`config.mk`:
```
export PLATFORM = sky130hd
export DESIGN_NAME = alu_cmd_issue
export DESIGN_NICKNAME = d
export VERILOG_FILES = /design/src/rtl/alu_pkg.sv /design/src/rtl/alu_cmd_fifo.sv /design/src/rtl/alu_cmd_issue.sv
export SDC_FILE = /design/constraint.sdc
export NUM_CORES = 1
export LEC_CHECK = 0
export ABC_AREA = 1
export CORE_MARGIN = 2
export CORE_UTILIZATION = 26
export DETAILED_ROUTE_END_ITERATION = 8
export PLACE_DENSITY = 0.48
export SLEW_MARGIN = 5
export SYNTH_ARGS = -nofsm -noshare
export SYNTH_HDL_FRONTEND = slang
export SYNTH_SLANG_ARGS = --single-unit
export TNS_END_PERCENT = 5
```
`constraint.sdc`:
```
create_clock -name clk -period 2 [get_ports clk]
set_input_delay 0.4 -clock clk [delete_from_list [all_inputs] [get_ports clk]]
set_output_delay 0.4 -clock clk [all_outputs]
set_load 0.02 [all_outputs]
```
`src/rtl/alu_pkg.sv`:
```
// Shared definitions for the ALU issue stage: opcodes, datapath widths and FSM encoding.
package alu_pkg;
  localparam int ALU_DW = 8;
  localparam int ALU_RW = 16;
  localparam int OP_W   = 3;

  localparam logic [OP_W-1:0] OP_ADD  = 3'b000;
  localparam logic [OP_W-1:0] OP_SUB  = 3'b001;
  localparam logic [OP_W-1:0] OP_MUL  = 3'b010;
  localparam logic [OP_W-1:0] OP_INV  = 3'b011;
  localparam logic [OP_W-1:0] OP_AND  = 3'b100;
  localparam logic [OP_W-1:0] OP_OR   = 3'b101;
  localparam logic [OP_W-1:0] OP_XOR  = 3'b110;
  localparam logic [OP_W-1:0] OP_RSVD = 3'b111;

  typedef enum logic [1:0] {
    ST_IDLE = 2'd0,
    ST_EXEC = 2'd1,
    ST_RESP = 2'd2
  } state_e;
endpackage

```
`src/rtl/alu_cmd_fifo.sv`:
```
// Synchronous command FIFO with occupancy count; push is ignored when full, pop when empty.
module alu_cmd_fifo #(
  parameter int DEPTH = 4,
  parameter int WIDTH = 23
) (
  input  logic                     clk,
  input  logic                     rst_n,
  input  logic                     push,
  input  logic [WIDTH-1:0]         wdata,
  input  logic                     pop,
  output logic [WIDTH-1:0]         rdata,
  output logic [$clog2(DEPTH):0]   count,
  output logic                     full,
  output logic                     empty
);
  localparam int AW = $clog2(DEPTH);

  logic [WIDTH-1:0] mem_q [DEPTH];
  logic [AW-1:0]    wr_ptr_q, wr_ptr_d;
  logic [AW-1:0]    rd_ptr_q, rd_ptr_d;
  logic [AW:0]      count_q, count_d;
  logic             do_push, do_pop;

  assign full    = (count_q == (AW+1)'(DEPTH));
  assign empty   = (count_q == '0);
  assign count   = count_q;
  assign rdata   = mem_q[rd_ptr_q];
  assign do_push = push && !full;
  assign do_pop  = pop && !empty;

  // Pointers wrap naturally because DEPTH is a power of two.
  always_comb begin
    wr_ptr_d = wr_ptr_q;
    rd_ptr_d = rd_ptr_q;
    count_d  = count_q;
    if (do_push) wr_ptr_d = wr_ptr_q + AW'(1);
    if (do_pop)  rd_ptr_d = rd_ptr_q + AW'(1);
    case ({do_push, do_pop})
      2'b10:   count_d = count_q + (AW+1)'(1);
      2'b01:   count_d = count_q - (AW+1)'(1);
      default: count_d = count_q;
    endcase
  end

  always_ff @(posedge clk or negedge rst_n) begin
    if (!rst_n) begin
      wr_ptr_q <= '0;
      rd_ptr_q <= '0;
      count_q  <= '0;
    end else begin
      wr_ptr_q <= wr_ptr_d;
      rd_ptr_q <= rd_ptr_d;
      count_q  <= count_d;
    end
  end

  always_ff @(posedge clk) begin
    if (do_push) mem_q[wr_ptr_q] <= wdata;
  end
endmodule

```
`src/rtl/alu_cmd_issue.sv`:
```
// Issue stage feeding the combinational ALU: buffers commands, drives registered operands,
// captures the result and returns it with its tag. Optional res_zero/res_hi via `RES_FLAGS_EN.
module alu_cmd_issue
  import alu_pkg::*;
#(
  parameter int DEPTH = 4,
  parameter int TAG_W = 4
) (
  input  logic                    clk,
  input  logic                    rst_n,
  input  logic                    cmd_valid,
  output logic                    cmd_ready,
  input  logic [ALU_DW-1:0]       cmd_a,
  input  logic [ALU_DW-1:0]       cmd_b,
  input  logic [OP_W-1:0]         cmd_op,
  input  logic [TAG_W-1:0]        cmd_tag,
  output logic [ALU_DW-1:0]       alu_a,
  output logic [ALU_DW-1:0]       alu_b,
  output logic [OP_W-1:0]         alu_op,
  input  logic [ALU_RW-1:0]       alu_r,
  output logic                    res_valid,
  input  logic                    res_ready,
  output logic [ALU_RW-1:0]       res_data,
  output logic [TAG_W-1:0]        res_tag,
  output logic [OP_W-1:0]         res_op,
`ifdef RES_FLAGS_EN
  output logic                    res_zero,
  output logic                    res_hi,
`endif
  output logic [$clog2(DEPTH):0]  fifo_count
);
  localparam int CW = 2*ALU_DW + OP_W + TAG_W;

  logic [CW-1:0]      head;
  logic               fifo_full, fifo_empty, push, pop;
  state_e             state_q, state_d;
  logic [ALU_DW-1:0]  alu_a_q, alu_a_d, alu_b_q, alu_b_d;
  logic [OP_W-1:0]    alu_op_q, alu_op_d, res_op_q, res_op_d;
  logic [TAG_W-1:0]   tag_q, tag_d, res_tag_q, res_tag_d;
  logic [ALU_RW-1:0]  res_data_q, res_data_d;
  logic               res_valid_q, res_valid_d;
`ifdef RES_FLAGS_EN
  logic               res_zero_q, res_zero_d, res_hi_q, res_hi_d;
`endif

  // No bypass: a full FIFO refuses even when it pops this cycle.
  assign cmd_ready = rst_n && !fifo_full;
  assign push      = cmd_valid && cmd_ready;

  alu_cmd_fifo #(.DEPTH(DEPTH), .WIDTH(CW)) u_fifo (
    .clk   (clk),
    .rst_n (rst_n),
    .push  (push),
    .wdata ({cmd_tag, cmd_op, cmd_b, cmd_a}),
    .pop   (pop),
    .rdata (head),
    .count (fifo_count),
    .full  (fifo_full),
    .empty (fifo_empty)
  );

  always_ff @(posedge clk or negedge rst_n) begin
    if (!rst_n) state_q <= ST_IDLE;
    else        state_q <= state_d;
  end

  always_comb begin
    state_d = state_q;
    case (state_q)
      ST_IDLE: if (!fifo_empty) state_d = ST_EXEC;
      ST_EXEC: state_d = ST_RESP;
      ST_RESP: if (res_ready) state_d = fifo_empty ? ST_IDLE : ST_EXEC;
      default: state_d = ST_IDLE;
    endcase
  end

  always_comb begin
    pop         = 1'b0;
    alu_a_d     = alu_a_q;
    alu_b_d     = alu_b_q;
    alu_op_d    = alu_op_q;
    tag_d       = tag_q;
    res_valid_d = res_valid_q;
    res_data_d  = res_data_q;
    res_tag_d   = res_tag_q;
    res_op_d    = res_op_q;
`ifdef RES_FLAGS_EN
    res_zero_d  = res_zero_q;
    res_hi_d    = res_hi_q;
`endif
    case (state_q)
      ST_IDLE: pop = !fifo_empty;
      ST_EXEC: begin
        res_valid_d = 1'b1;
        res_data_d  = alu_r;
        res_tag_d   = tag_q;
        res_op_d    = alu_op_q;
`ifdef RES_FLAGS_EN
        res_zero_d  = (alu_r == '0);
        res_hi_d    = |alu_r[ALU_RW-1:ALU_DW];
`endif
      end
      ST_RESP: begin
        if (res_ready) begin
          res_valid_d = 1'b0;
          pop         = !fifo_empty;
        end
      end
      default: ;
    endcase
    if (pop) begin
      {tag_d, alu_op_d, alu_b_d, alu_a_d} = head;
    end
  end

  always_ff @(posedge clk or negedge rst_n) begin
    if (!rst_n) begin
      alu_a_q     <= '0;
      alu_b_q     <= '0;
      alu_op_q    <= '0;
      tag_q       <= '0;
      res_valid_q <= 1'b0;
      res_data_q  <= '0;
      res_tag_q   <= '0;
      res_op_q    <= '0;
`ifdef RES_FLAGS_EN
      res_zero_q  <= 1'b0;
      res_hi_q    <= 1'b0;
`endif
    end else begin
      alu_a_q     <= alu_a_d;
      alu_b_q     <= alu_b_d;
      alu_op_q    <= alu_op_d;
      tag_q       <= tag_d;
      res_valid_q <= res_valid_d;
      res_data_q  <= res_data_d;
      res_tag_q   <= res_tag_d;
      res_op_q    <= res_op_d;
`ifdef RES_FLAGS_EN
      res_zero_q  <= res_zero_d;
      res_hi_q    <= res_hi_d;
`endif
    end
  end

  assign alu_a     = alu_a_q;
  assign alu_b     = alu_b_q;
  assign alu_op    = alu_op_q;
  assign res_valid = res_valid_q;
  assign res_data  = res_data_q;
  assign res_tag   = res_tag_q;
  assign res_op    = res_op_q;
`ifdef RES_FLAGS_EN
  assign res_zero  = res_zero_q;
  assign res_hi    = res_hi_q;
`endif
endmodule
```
==> results of run 1 <==
-- path summary, 6_finish.rpt --
kind                                       from                  to  slack [ns]  cells after the start
max in group asynchronous                 rst_n  u_fifo.wr_ptr_q[0]        1.29                      3
min in group clk                     res_tag[1]          res_tag[1]        0.47                      2
worst max-delay path            u_fifo.count[0]           cmd_ready        0.11                      4
worst min-delay path                      rst_n            alu_a[5]        0.22                      2
worst min register to register       res_tag[1]          res_tag[1]        0.47                      2
worst max register to register       state_q[0]     u_fifo.count[2]        0.20                      9
-- critical path: stages (launching register included) --
cell	delay [ns]
dfrtp_1	0.41
inv_2	0.09
nand3_2	0.10
and2_1	0.15
dlygate4sd2_1	0.31
-- synthesized netlist by cell type (all sizes together) --
master  number
inv        111
buf         22
nor2         9
nand3       51
clkbuf       1
fa           1
o21ai        3
xnor2        1
dfrtp       56
ha           5
xor2         2
nand4        2
a21oi        1
nand2      267
and2         1
edfxtp      92
-- metal layers --
metal | wire length, um | global-route usage | up-vias
met5 | 0 | 0 | -
met4 | 182 | 0.0399 | 0
met3 | 738 | 0.0316 | 12
met2 | 6110 | 0.186 | 91
met1 | 6510 | 0.148 | 1919
li1 | - | - | 2130
-- cell families after synthesis --
group / Yosys count / synth area share
AO/OA/AOI/OAI: 4 / 0.00383
XOR/XNOR: 3 / 0.00424
AND/OR/NAND/NOR: 330 / 0.216
adder cells (fa/ha/maj): 6 / 0.0133
flip-flops: 148 / 0.672
buffers and inverters: 134 / 0.0910
-- repair_timing --
item | CTS | global route
hold endpoints to repair | 5 | 0
setup endpoints to repair | 1 | 1
hold buffers | 1 | 0
buffers inserted | 0 | 1
resized for setup | 3 | 1
-- where the power goes --
| part | leakage, nW | total (mW) | switching (mW) | internal [mW] |
|---|---|---|---|---|
| Sequential | 1.52 | 4.44 | 0.396 | 4.04 |
| Clock | 0.262 | 3.07 | 1.23 | 1.84 |
| Combinational | 1.96 | 4.79 | 2.89 | 1.91 |
| Total | 3.75 | 12.3 | 4.52 | 7.78 |
-- layout make-up --
class                   count  share of cell area
flip-flops and latches    148               0.511
multi-input cells         343               0.182
inverters                 111              0.0511
well taps                 319              0.0489
repair buffers            112               0.138
clock inverters            12              0.0163
clock buffers              20              0.0535
-- registers in the layout, summed over array words and instances, names as in the netlist --
register and flops:
tag_q 4, res_data 16, u_fifo.mem_q 92, res_op 3, u_fifo.rd_ptr_q 2, state_q 2
res_tag 4, u_fifo.wr_ptr_q 2, u_fifo.count 3, res_valid 1, alu_b 8, alu_a 8
alu_op 3
==> results.md, run 1 <==
- Power Total: ~12 mW
- Crit path time final: 1.89 ns
- Nets: approximately 800
- Fin util: 0.347
- Top cells by area in the synthesized netlist: edfxtp_1 45%, dfrtp_1 23%, nand2_1 16%
- Required @ worst endpoint: ~1.6 ns
- Gpl congestion: about 0.67
- Final Instance Area: 0.00816 sq mm
- Most frequent cells in the layout: 266 x nand2_1, 107 x inv_1, 92 x edfxtp_1, 87 x clkdlybuf4s50_1, 56 x dfrtp_1
- VDD IR max: roughly 530 uV
- Largest net degree at the start of global routing: 52
- IO Pins: 90
- Period utilization: 0.943
- Core Rows: 56
- Critical path class: reg2out
- WHS: around 0.22 ns
- Clk slew on worst S/H paths: approximately 0.060 ns
- Max Fclk: approximately 530 MHz
- Core area: approximately 0.023 sq mm
- Area leader, netlist: edfxtp_1
- TritonCTS buffer count: 17
- Syn Area/Cell: ~9.9 sq um
- Layout cells sized above 1: 0.0885
- Yosys reg bits: between 100 and 150
- Tightest Hold Check Type: in2async
- PortBufs: 89
- CP arrival: 1.49 ns
- Finished Layout Cells: approximately 1100
- Starting density of the core: 0.264
- Final WS setup: approximately 0.11 ns
- Vias in the first global route: ~4000
- Slew margin rel.: 0.508
- Nature of the critical path endpoint: output port
- Footprint of the multi-input gates: 0.00149 sq mm
- Clk sinks: 148
- Sequential element share of the synthesized area: 0.672
- Detailed-route wire length per cell: 12.7 um
- RSZ-0062 raised after global routing: false
- Synth top area share: 0.446
- Startpoint Class: flop
- Chip Width: ~160 um
- Mapped Cells: between 600 and 700
- Final hold violations: 0
- DRC marker count from the first detailed-route iteration: around 280
- PD cells: ~1500 mW/mm^2
- Die Ht: 158 um
- Fillcell total: approximately 2400
- FF+latch area: roughly 0.0042 sq mm
- Final Max Slew Viols: 0
- DRC: 0
- Status: finished clean
- Worst Skew: about 0.012 ns
- MaxCap Viol Count: 0
- Slew @ Worst Pin: roughly 0.74 ns
- H-tree depth: 4
- Clock latency on the worst-skew pair: about 0.42 ns
- Final setup TNS: 0 ns
- CTS root buf: clkbuf_16
- Post-Route WL: around 14000 um
- Synth warn: 0
- First-pass iteration count of the detailed router: 4
- TritonCTS clock tree: yes
- Full die area: roughly 0.025 sq mm
- Area delta synth->final: 31.6%
- Initial antenna violation count: 0
- Worst slack at placement: -0.159 ns
- Critical path fanouts, max: 4
- GR Util All Layers: 0.115
- ANT cells: 0
- Post-synth cell types: 24
- LEAKAGE: around 3.7 nW
- Area after DPL: 0.00757 sq mm
- Dpl cells: slightly above 1000
- Vias per cell: 3.90
- Mapped cell area: about 0.0062 sq mm
- Via Count: ~4200
- Commonest non-fill, non-tap cell in the layout: nand2_1
- Post-route ant nets: 0
- DP HPWL: roughly 8300 um
- Endpoints failing setup: 0
- Syn Nets: ~670
- Gr ovfl total: 0
- Clk buf depth: 2
- First-pass GRT wire length: ~22000 um
(Power assumes the default switching activity.)
==> run 2: changes to the inputs <==
CORE_UTILIZATION = 49   (was 26)
PLACE_DENSITY = 0.78   (was 0.48)
==> run 2 against run 1 <==
Sequential power about the same. Clock skew down 0.0059 ns. Global-route usage up 9.1 points. Setup slack worse by 0.056 ns. Routed wire length down 2.5%. Clock power up 8.5%. Clock-buffer cell count down 1. Critical endpoint unchanged. Largest cell class unchanged.
==> results.md, run 2 (synthesis results as in run 1) <==
- Full die area: 0.0136 sq mm (was 0.0251 sq mm)
- H-tree depth: 4 (unchanged)
- Status: finished clean (unchanged)
- GR Util All Layers: 0.205 (was 0.115)
- Endpoints failing setup: 0 (unchanged)
- Critical path fanouts, max: 4 (unchanged)
- Post-route ant nets: 0 (unchanged)
- Period utilization: 0.970 (was 0.943)
- Final setup TNS: 0 ns (unchanged)
- CTS root buf: clkbuf_16 (unchanged)
- TritonCTS clock tree: yes (unchanged)
- Die Ht: 116 um (was 158 um)
- Worst path cell trace: dlygate4sd3_1 > buf_2 > and2_1 > clkdlybuf4s15_1 (was inv_2 > nand3_2 > and2_1 > dlygate4sd2_1)
- Met3 WL: 923 um (was 738 um)
- Vias in the first global route: 4434 (was 4005)
- Via Count: 4439 (was 4152)
- Clk sinks: 148 (unchanged)
- Crit-path slowest cell: dlygate4sd3_1 (was dfrtp_1)
- Fillcell total: 918 (was 2386)
- Final Max Slew Viols: 0 (unchanged)
- Detailed-route wire length per cell: 14.4 um (was 12.7 um)
- Critical path class: in2out (was reg2out)
- Post-Route WL: 13200 um (was 13500 um)
- Core Rows: 41 (was 56)
- Gr ovfl total: 0 (unchanged)
- Slew @ Worst Pin: 0.665 ns (was 0.737 ns)
- PD cells: 1570 mW/mm^2 (was 1510 mW/mm^2)
- Worst Skew: 0.00632 ns (was 0.0122 ns)
- Core area: 0.0125 sq mm (was 0.0235 sq mm)
- LEAKAGE: 3.76 nW (was 3.75 nW)
- Gpl congestion: 0.809 (was 0.675)
- VDD IR max: 643 uV (was 532 uV)
- Clock latency on the worst-skew pair: 0.42 ns (about the same)
- Vias per cell: 4.86 (was 3.90)
- Finished Layout Cells: 914 (was 1065)
- Clk buf depth: 2 (unchanged)
- Reg with most FFs: u_fifo.mem_q (unchanged)
- DRC marker count from the first detailed-route iteration: 339 (was 282)
- Chip Width: 116 um (was 158 um)
- Fin util: 0.641 (was 0.347)
- Slew margin rel.: 0.556 (was 0.508)
- DRC: 0 (unchanged)
- Largest register FFs: 92 (unchanged)
- First-pass GRT wire length: 20700 um (was 21600 um)
- Starting density of the core: 0.497 (was 0.264)
- ANT cells: 0 (unchanged)
- Max Fclk: 515 MHz (was 530 MHz)
- First-pass iteration count of the detailed router: 5 (was 4)
- Initial antenna violation count: 0 (unchanged)
- Top Metal Used: met4 (unchanged)
- DP HPWL: 8100 um (was 8340 um)
- MaxCap Viol Count: 0 (unchanged)
- CP arrival: 1.54 ns (was 1.49 ns)
- Nets: 778 (was 782)
- DR WL met2: 6650 um (was 6110 um)
- Tightest Hold Check Type: reg2reg (was in2async)
- Final hold violations: 0 (unchanged)
- Met1 wire length: 5290 um (was 6510 um)
- WHS: 0.470 ns (was 0.223 ns)
- RSZ-0062 raised after global routing: true (was false)
- PortBufs: 89 (unchanged)
- Post-CTS Setup Repair Bufs: 0 (unchanged)
- Area delta synth->final: 28.9% (was 31.6%)
- Required @ worst endpoint: 1.60 ns (about the same)
- Startpoint Class: input port (was flop)
- Dpl cells: 881 (was 1031)
- IO Pins: 90 (unchanged)
- Commonest non-fill, non-tap cell in the layout: nand2_1 (unchanged)
- Largest net degree at the start of global routing: 49 (was 52)
- Clk slew on worst S/H paths: 0.06 ns (about the same)
- TritonCTS buffer count: 17 (unchanged)
- Most frequent cells in the layout: 266 x nand2_1, 106 x inv_1, 92 x edfxtp_1, 87 x clkdlybuf4s50_1, 56 x dfrtp_1 (was 266 x nand2_1, 107 x inv_1, 92 x edfxtp_1, 87 x clkdlybuf4s50_1, 56 x dfrtp_1)
- Nature of the critical path endpoint: output port (unchanged)
- Critical path's largest stage delay: 0.56 ns (was 0.41 ns)
- Layout cells sized above 1: 0.0903 (was 0.0885)
- Crit path time final: 1.94 ns (was 1.89 ns)
## run 2: changes by cell type in the layout (fill, tap and decap cells not counted), sizes merged
cell,before,now
buf,23,19
bufinv,2,4
clkbuf,20,19
clkdlybuf4s15,0,1
clkinv,5,7
clkinvlp,4,1
dlygate4sd2,1,0
## run 2: path summary, 6_finish.rpt
path,start,endpoint,slack (ns),cells after the start
worst max-delay path,rst_n,cmd_ready,0.06,4
worst min-delay path,res_tag[2],res_tag[2],0.47,2
worst max register to register,u_fifo.count[0],u_fifo.count[2],0.13,9
worst min register to register,res_tag[2],res_tag[2],0.47,2
max in group asynchronous,rst_n,alu_b[6],0.97,3
min in group asynchronous,rst_n,alu_a[4],0.56,3
## run 2: where the power goes
group | internal (mW) | leakage (nW) | switching [mW]
Sequential | 4.04 | 1.52 | 0.384
Combinational | 1.86 | 1.93 | 2.96
Clock | 2.12 | 0.305 | 1.21
Total | 8.02 | 3.76 | 4.56
## run 2: critical path, delay by kind of cell
kind,cells,cell delay (ns)
buffers and inverters,3,0.99
and+or+nand+nor,1,0.15
## run 2: routing by layer
layer	global-route usage	vias up
li1	-	2126
met1	0.235	2106
met3	0.0581	33
met4	0.112	0
met5	0	-
met2	0.350	174
## run 2: timing repair
action / in CTS / in global routing
setup endpoints to repair: 1 / 2
hold buffers: 1 / 0
gates resized for setup: 3 / 4
pin swaps: 0 / 1
hold endpoints to repair: 14 / 0
## run 2: final cells by class
type,count,area [sq um],area share
sequential,148,4160,0.521
multi-input combinational,343,1490,0.186
timing repair buffer,108,1080,0.135
clock buffer,19,443,0.0554
inverter,111,417,0.0522
tap,172,215,0.0269
clock inverter,13,181,0.0227
## run 2: metrics by stage
stage / power [mW] / setup WS, ns / cell area [sq um]
detailed placement: 9.25 / -0.227 / 7350
global placement: 9.04 / -0.167 / 7350
global route: 13.3 / -0.00312 / 7990
floorplan: 7.45 / -0.353 / 6200
finish: 12.6 / 0.0590 / 7990
CTS: 12.6 / 0.0289 / 7990
